===== src/rtl/trigger_srl_loader.sv =====
// Serial programmer for the SRLC32E trigger lookup tables: encodes per-channel
// condition codes into 32-entry truth tables and shifts them in, address 31 first.
module trigger_srl_loader #(
  parameter int CHANNELS = 2
) (
  input  logic                    clk,
  input  logic                    rst_n,
  input  logic                    cfg_valid,
  output logic                    cfg_ready,
  input  logic [3*CHANNELS-1:0]   cfg_cond,
  output logic                    srl_ce,
  output logic [CHANNELS/2-1:0]   srl_din,
  output logic                    busy,
  output logic                    done
);

  localparam int NUM_SRL = CHANNELS / 2;

  typedef enum logic [1:0] {IDLE, LOAD, DONE} state_t;

  state_t                state, state_nxt;
  logic [4:0]            idx, idx_nxt;
  logic [3*CHANNELS-1:0] cond_q, cond_nxt;
  logic [NUM_SRL-1:0]    din_nxt;
  logic                  accept;

  function automatic logic cond_match(input logic [2:0] code, input logic old_v,
                                      input logic cur_v);
    case (code)
      3'd0:    return 1'b1;
      3'd1:    return !cur_v;
      3'd2:    return cur_v;
      3'd3:    return !old_v && cur_v;
      3'd4:    return old_v && !cur_v;
      3'd5:    return old_v != cur_v;
      3'd6:    return old_v == cur_v;
      default: return 1'b0;
    endcase
  endfunction

  // SRL address is {0, old_hi, cur_hi, old_lo, cur_lo}; the upper half never matches.
  function automatic logic table_bit(input logic [2:0] code_lo, input logic [2:0] code_hi,
                                     input logic [4:0] addr);
    if (addr[4])
      return 1'b0;
    return cond_match(code_lo, addr[1], addr[0]) && cond_match(code_hi, addr[3], addr[2]);
  endfunction

  assign accept = cfg_valid && cfg_ready;

  always_ff @(posedge clk) begin
    if (!rst_n)
      state <= IDLE;
    else
      state <= state_nxt;
  end

  always_comb begin
    state_nxt = state;
    case (state)
      IDLE:    if (accept) state_nxt = LOAD;
      LOAD:    if (idx == 5'd0) state_nxt = DONE;
      DONE:    state_nxt = accept ? LOAD : IDLE;
      default: state_nxt = IDLE;
    endcase
  end

  always_comb begin
    cfg_ready = (state != LOAD);
    busy      = (state == LOAD);
    done      = (state == DONE);
  end

  // The bit for the address presented next cycle is computed ahead so din stays registered.
  always_comb begin
    idx_nxt  = idx;
    cond_nxt = cond_q;
    din_nxt  = '0;
    if (accept) begin
      idx_nxt  = 5'd31;
      cond_nxt = cfg_cond;
    end else if (state == LOAD && idx != 5'd0) begin
      idx_nxt = idx - 5'd1;
    end
    for (int k = 0; k < NUM_SRL; k++)
      din_nxt[k] = table_bit(cond_nxt[6*k +: 3], cond_nxt[6*k+3 +: 3], idx_nxt);
  end

  always_ff @(posedge clk) begin
    if (!rst_n) begin
      idx     <= 5'd0;
      cond_q  <= '0;
      srl_ce  <= 1'b0;
      srl_din <= '0;
    end else begin
      idx     <= idx_nxt;
      cond_q  <= cond_nxt;
      srl_ce  <= (state_nxt == LOAD);
      srl_din <= (state_nxt == LOAD) ? din_nxt : '0;
    end
  end

endmodule


===== config.mk =====
export PLATFORM = sky130hd
export DESIGN_NAME = trigger_srl_loader
export DESIGN_NICKNAME = d
export VERILOG_FILES = /design/src/rtl/trigger_srl_loader.sv
export SDC_FILE = /design/constraint.sdc
export NUM_CORES = 1
export LEC_CHECK = 0
export CAP_MARGIN = 25
export CORE_ASPECT_RATIO = 0.9
export CORE_MARGIN = 2
export CORE_UTILIZATION = 41
export DETAILED_ROUTE_END_ITERATION = 7
export SYNTH_ARGS = -nofsm -noshare
export SYNTH_HDL_FRONTEND = slang
export SYNTH_SLANG_ARGS = --single-unit

===== constraint.sdc =====
create_clock -name clk -period 4.4 [get_ports clk]
set_clock_uncertainty 0.1 [all_clocks]
set_input_delay 0.88 -clock clk [delete_from_list [all_inputs] [get_ports clk]]
set_output_delay 0.88 -clock clk [all_outputs]
set_load 0.02 [all_outputs]

==> impl_summary.md <==
Floorplan
The die is 50.8 µm tall. The initial core utilization is 44.6%. The number of placement rows is 16. The floorplan step defined a core boundary enclosing 0.00224 mm². The die width is 56.1 µm. The die covers 0.00285 mm². The I/O pin count is 14.

Hold path
Along the worst hold path, the cell count comes to 2. The beginning of the worst hold path is cond_q[5]. The sink of the worst hold path is cond_q[5]. In this run the worst hold path is classified as reg2reg.

Logic synthesis
The post-synthesis net count is 133. The flop and latch count out of synthesis is 15. The mean instance size in the synthesized netlist is 8.47 µm². The number of distinct library cells after synthesis is 42. The netlist area before placement is 1000 µm². The number of standard cells after synthesis is 118. The total number of yosys warnings is 0. The portion of the post-synthesis area used by sequential elements is 30.0%.

Route
The final layout contains routed wiring with a total length of 2060 µm. The wire length per cell after detailed routing is 13.1 µm. The number of remaining DRC errors is 0.

The count of nets left with antenna violations after detail routing is 0. After detailed routing, the number of vias per cell comes to 5.43. The first TritonRoute pass finished after 4 iterations. The routed via count is 852. The initial detailed-routing violation count is 27.

Global route
The pin count of the biggest net entering global routing is 14. The aggregate global routing overflow is 0. The number of global-route vias before repair is 761. met2 is the most crowded layer. For this run, the total global-route usage over all layers was measured as 16.1%. The global-route track usage on met2 is 24.5%.

In the global route stage, met3 resource usage came out at 6.08%. The number of antenna violations at the first check in global routing came to 0. The first-pass GRT wire length is 3510 µm.

The met1 layer usage reported by global route is 21.3%.

Layout
Leaving out fill and tap cells, the most frequent cells in the layout are sky130_fd_sc_hd__dfxtp_1, sky130_fd_sc_hd__clkdlybuf4s50_1, sky130_fd_sc_hd__inv_1. Cells with a size suffix above 1 make up 9.23% of the layout. The count of non-filler cells in the finished layout is 157. The most common library cell in the layout ignoring fill and taps is sky130_fd_sc_hd__dfxtp_1. 0 antenna diodes ended up in the layout. The summed area of non-filler cells in the final layout is 0.00117 mm². After the last flow step, the layout net total stands at 146. The area growth from synthesis to layout is 16.6%.

STA
Setup repair after global routing left no endpoint under its margin. At the pin with the least slew margin, the transition time is 0.543 ns. The least setup slack across all paths after layout is 1.20 ns. Dividing the final minimum period by the clock period gives 72.8%.

The number of slew-limit violations in the final report is 0. Setup violations remaining at the end of the flow were counted as 0. The hold violation total from the final report came to 0.

The total negative slack for setup checks is 0 ns. The clock period could shrink to 3.20 ns. Timing would allow up to 0.312 GHz. The worst slew margin relative to its limit is 63.7%.

Clocking
The number of hold buffers added after CTS was 0. The count of buffers added by post-CTS timing repair for setup is 0. The root buffer selected by CTS is sky130_fd_sc_hd__clkbuf_4.

The number of sinks driven by the clock tree is 15. The number of gates given a new drive strength after cts is 0. In this run the number of H-tree levels came out at 1.

Clock-pin slew was measured on the worst setup and hold paths at 0.09 ns. The TritonCTS clock tree is built. The maximum root-to-sink buffer count is 2. Counting the buffers created by CTS gives 3. The clock latency on the worst-skew pair is 0.29 ns.

Placement
The placer congestion estimate is 0.845. Detailed placement finished with a half-perimeter wire length of 1520 µm. Prior to clock tree synthesis, the placed netlist has a worst setup slack of 0.909 ns.

The placed instance area is 0.00114 mm². The cell count after placement is 153. In this run the tool buffered the top-level ports with 13 buffer cells.

Setup path
The slowest stage of the critical path belongs to the cell sky130_fd_sc_hd__clkdlybuf4s50_1. The worst register-to-register path ends at srl_din. The beginning of the worst register-to-register path is idx[0]. Among cell families on the critical path, the largest total delay comes from simple AND/OR/NAND/NOR gates. The signal on the critical path passes through clkdlybuf4s50_1, nand2_1, nand2_1, ha_1, nand2_1, o221ai_1, mux2i_1, a31oi_1, o21ba_1, and4b_1.

The worst stage delay on the critical path is 0.55 ns. The kind of end point of the critical path is a flip-flop. The required time of the critical path is 4.55 ns. The setup slack on the worst flop-to-flop path is 1.41 ns.

The critical path's most frequent cell is sky130_fd_sc_hd__nand2_1. The number of cells on the worst reg-to-reg path is 12. The sort of element at the start of the critical path is an input port. The arrival time of data at the critical path endpoint is 3.35 ns. The total buffers and inverters traversed by the critical path is 1. The worst setup path is of the in2reg kind. The largest fanout on the critical path is 13.

Pwr
Across the VDD grid, the largest voltage drop is 249 µV. Power spread over the standard cell area amounts to 327 mW/mm². The leakage power total is 0.525 nW. The design draws 381 µW.

Job
The max-capacitance violation count is 0.

Status
The run finished with clean final reports.
-- cells by family after synthesis --
logic type / count (synthesis) / synth area share (%)
muxes: 8 / 8.64
AOI/OAI and AO/OA: 28 / 19.8
and+or+nand+nor: 44 / 26.5
adders and majority gates: 6 / 7.51
buffers and inverters: 16 / 6.63
DFF: 15 / 30.0
xor gates and xnor gates: 1 / 0.876
-- power by group --
group / internal, mW / switching (mW) / total (mW)
combinational: 0.0675 / 0.0698 / 0.137
sequential: 0.148 / 0.0142 / 0.162
clock: 0.0339 / 0.0479 / 0.0818
total: 0.249 / 0.132 / 0.381
-- routing by layer --
metal,up-vias,wire (µm)
li1,440,-
met1,396,1060
met2,11,886
met3,5,83
met4,0,27
met5,-,0
-- worst max-delay path by stage --
stage                         start  cells past startpoint       to  slack [ns]
after CTS                 cfg_valid                     10  srl_din        1.21
after global placement    cfg_valid                     10  srl_din        0.87
final                     cfg_valid                     10  srl_din        1.20
after floorplan           cfg_valid                     11  srl_din        1.68
after global routing      cfg_valid                     10  srl_din        0.97
after detailed placement  cfg_valid                     10  srl_din        0.91
-- state kept, by name, indices dropped and copies added (netlist names) --
name	count
cond_q	6
idx	5
srl_ce	1
srl_din	1
state	2
-- area by class of cell --
class                   count  area (µm²)
clock buffers               3        22.5
clock inverters             1        5.00
fillers                   228        1080
inverters                  11        41.3
multi-input cells          87         633
flip-flops and latches     15         300
well taps                  27        33.8
repair buffers             13         130
-- stage by stage --
step,hold slack (ns),util [%]
detailed placement,0.406,50.8
CTS,0.418,52.0
global placement,0.393,50.8
finish,0.422,52.0
global route,0.500,52.0
floorplan,0.367,-
-- cells in the mapped netlist (all sizes together) --
| cell | instances | area share [%] |
|---|---|---|
| o32ai | 1 | 0.88 |
| mux2 | 2 | 2.6 |
| o21ai | 7 | 3.5 |
| or2 | 1 | 0.63 |
| o221ai | 2 | 1.8 |
| ha | 6 | 7.5 |
| or4 | 1 | 0.88 |
| o211ai | 2 | 1.5 |
| o21ba | 1 | 1.0 |
| inv | 11 | 4.1 |
| a221o | 1 | 1.0 |
| a2bb2oi | 1 | 0.88 |
| nor3 | 3 | 1.5 |
| nand2 | 8 | 3.0 |
| nand4bb | 1 | 1.1 |
| a22o | 1 | 0.88 |
| nor4 | 1 | 0.63 |
| a31oi | 3 | 1.9 |
| nor2 | 6 | 2.3 |
| xnor2 | 1 | 0.88 |
| a21o | 2 | 1.6 |
| a21boi | 1 | 0.75 |
| mux2i | 6 | 6.0 |
| buf | 3 | 1.8 |
| clkbuf | 2 | 0.75 |
| dfxtp | 15 | 30 |
| a211oi | 1 | 0.75 |
| nor2b | 5 | 3.1 |
| nor4b | 1 | 2.4 |
| or3 | 1 | 0.63 |
| o211a | 1 | 1.0 |
| and2 | 7 | 4.4 |
| a21oi | 4 | 2.4 |
| nand3 | 1 | 0.50 |
| and4b | 1 | 1.0 |
| and3 | 2 | 1.4 |
| nand2b | 5 | 3.1 |
-- tightest hold or removal path, delay by kind of cell, from the launching register on --
| kind | cells | cell delay [ns] |
|---|---|---|
| AND/OR/NAND/NOR | 1 | 0.06 |
| AO/OA/AOI/OAI | 1 | 0.07 |
| flip-flops | 1 | 0.35 |
Power figures use the tool's default switching activity.
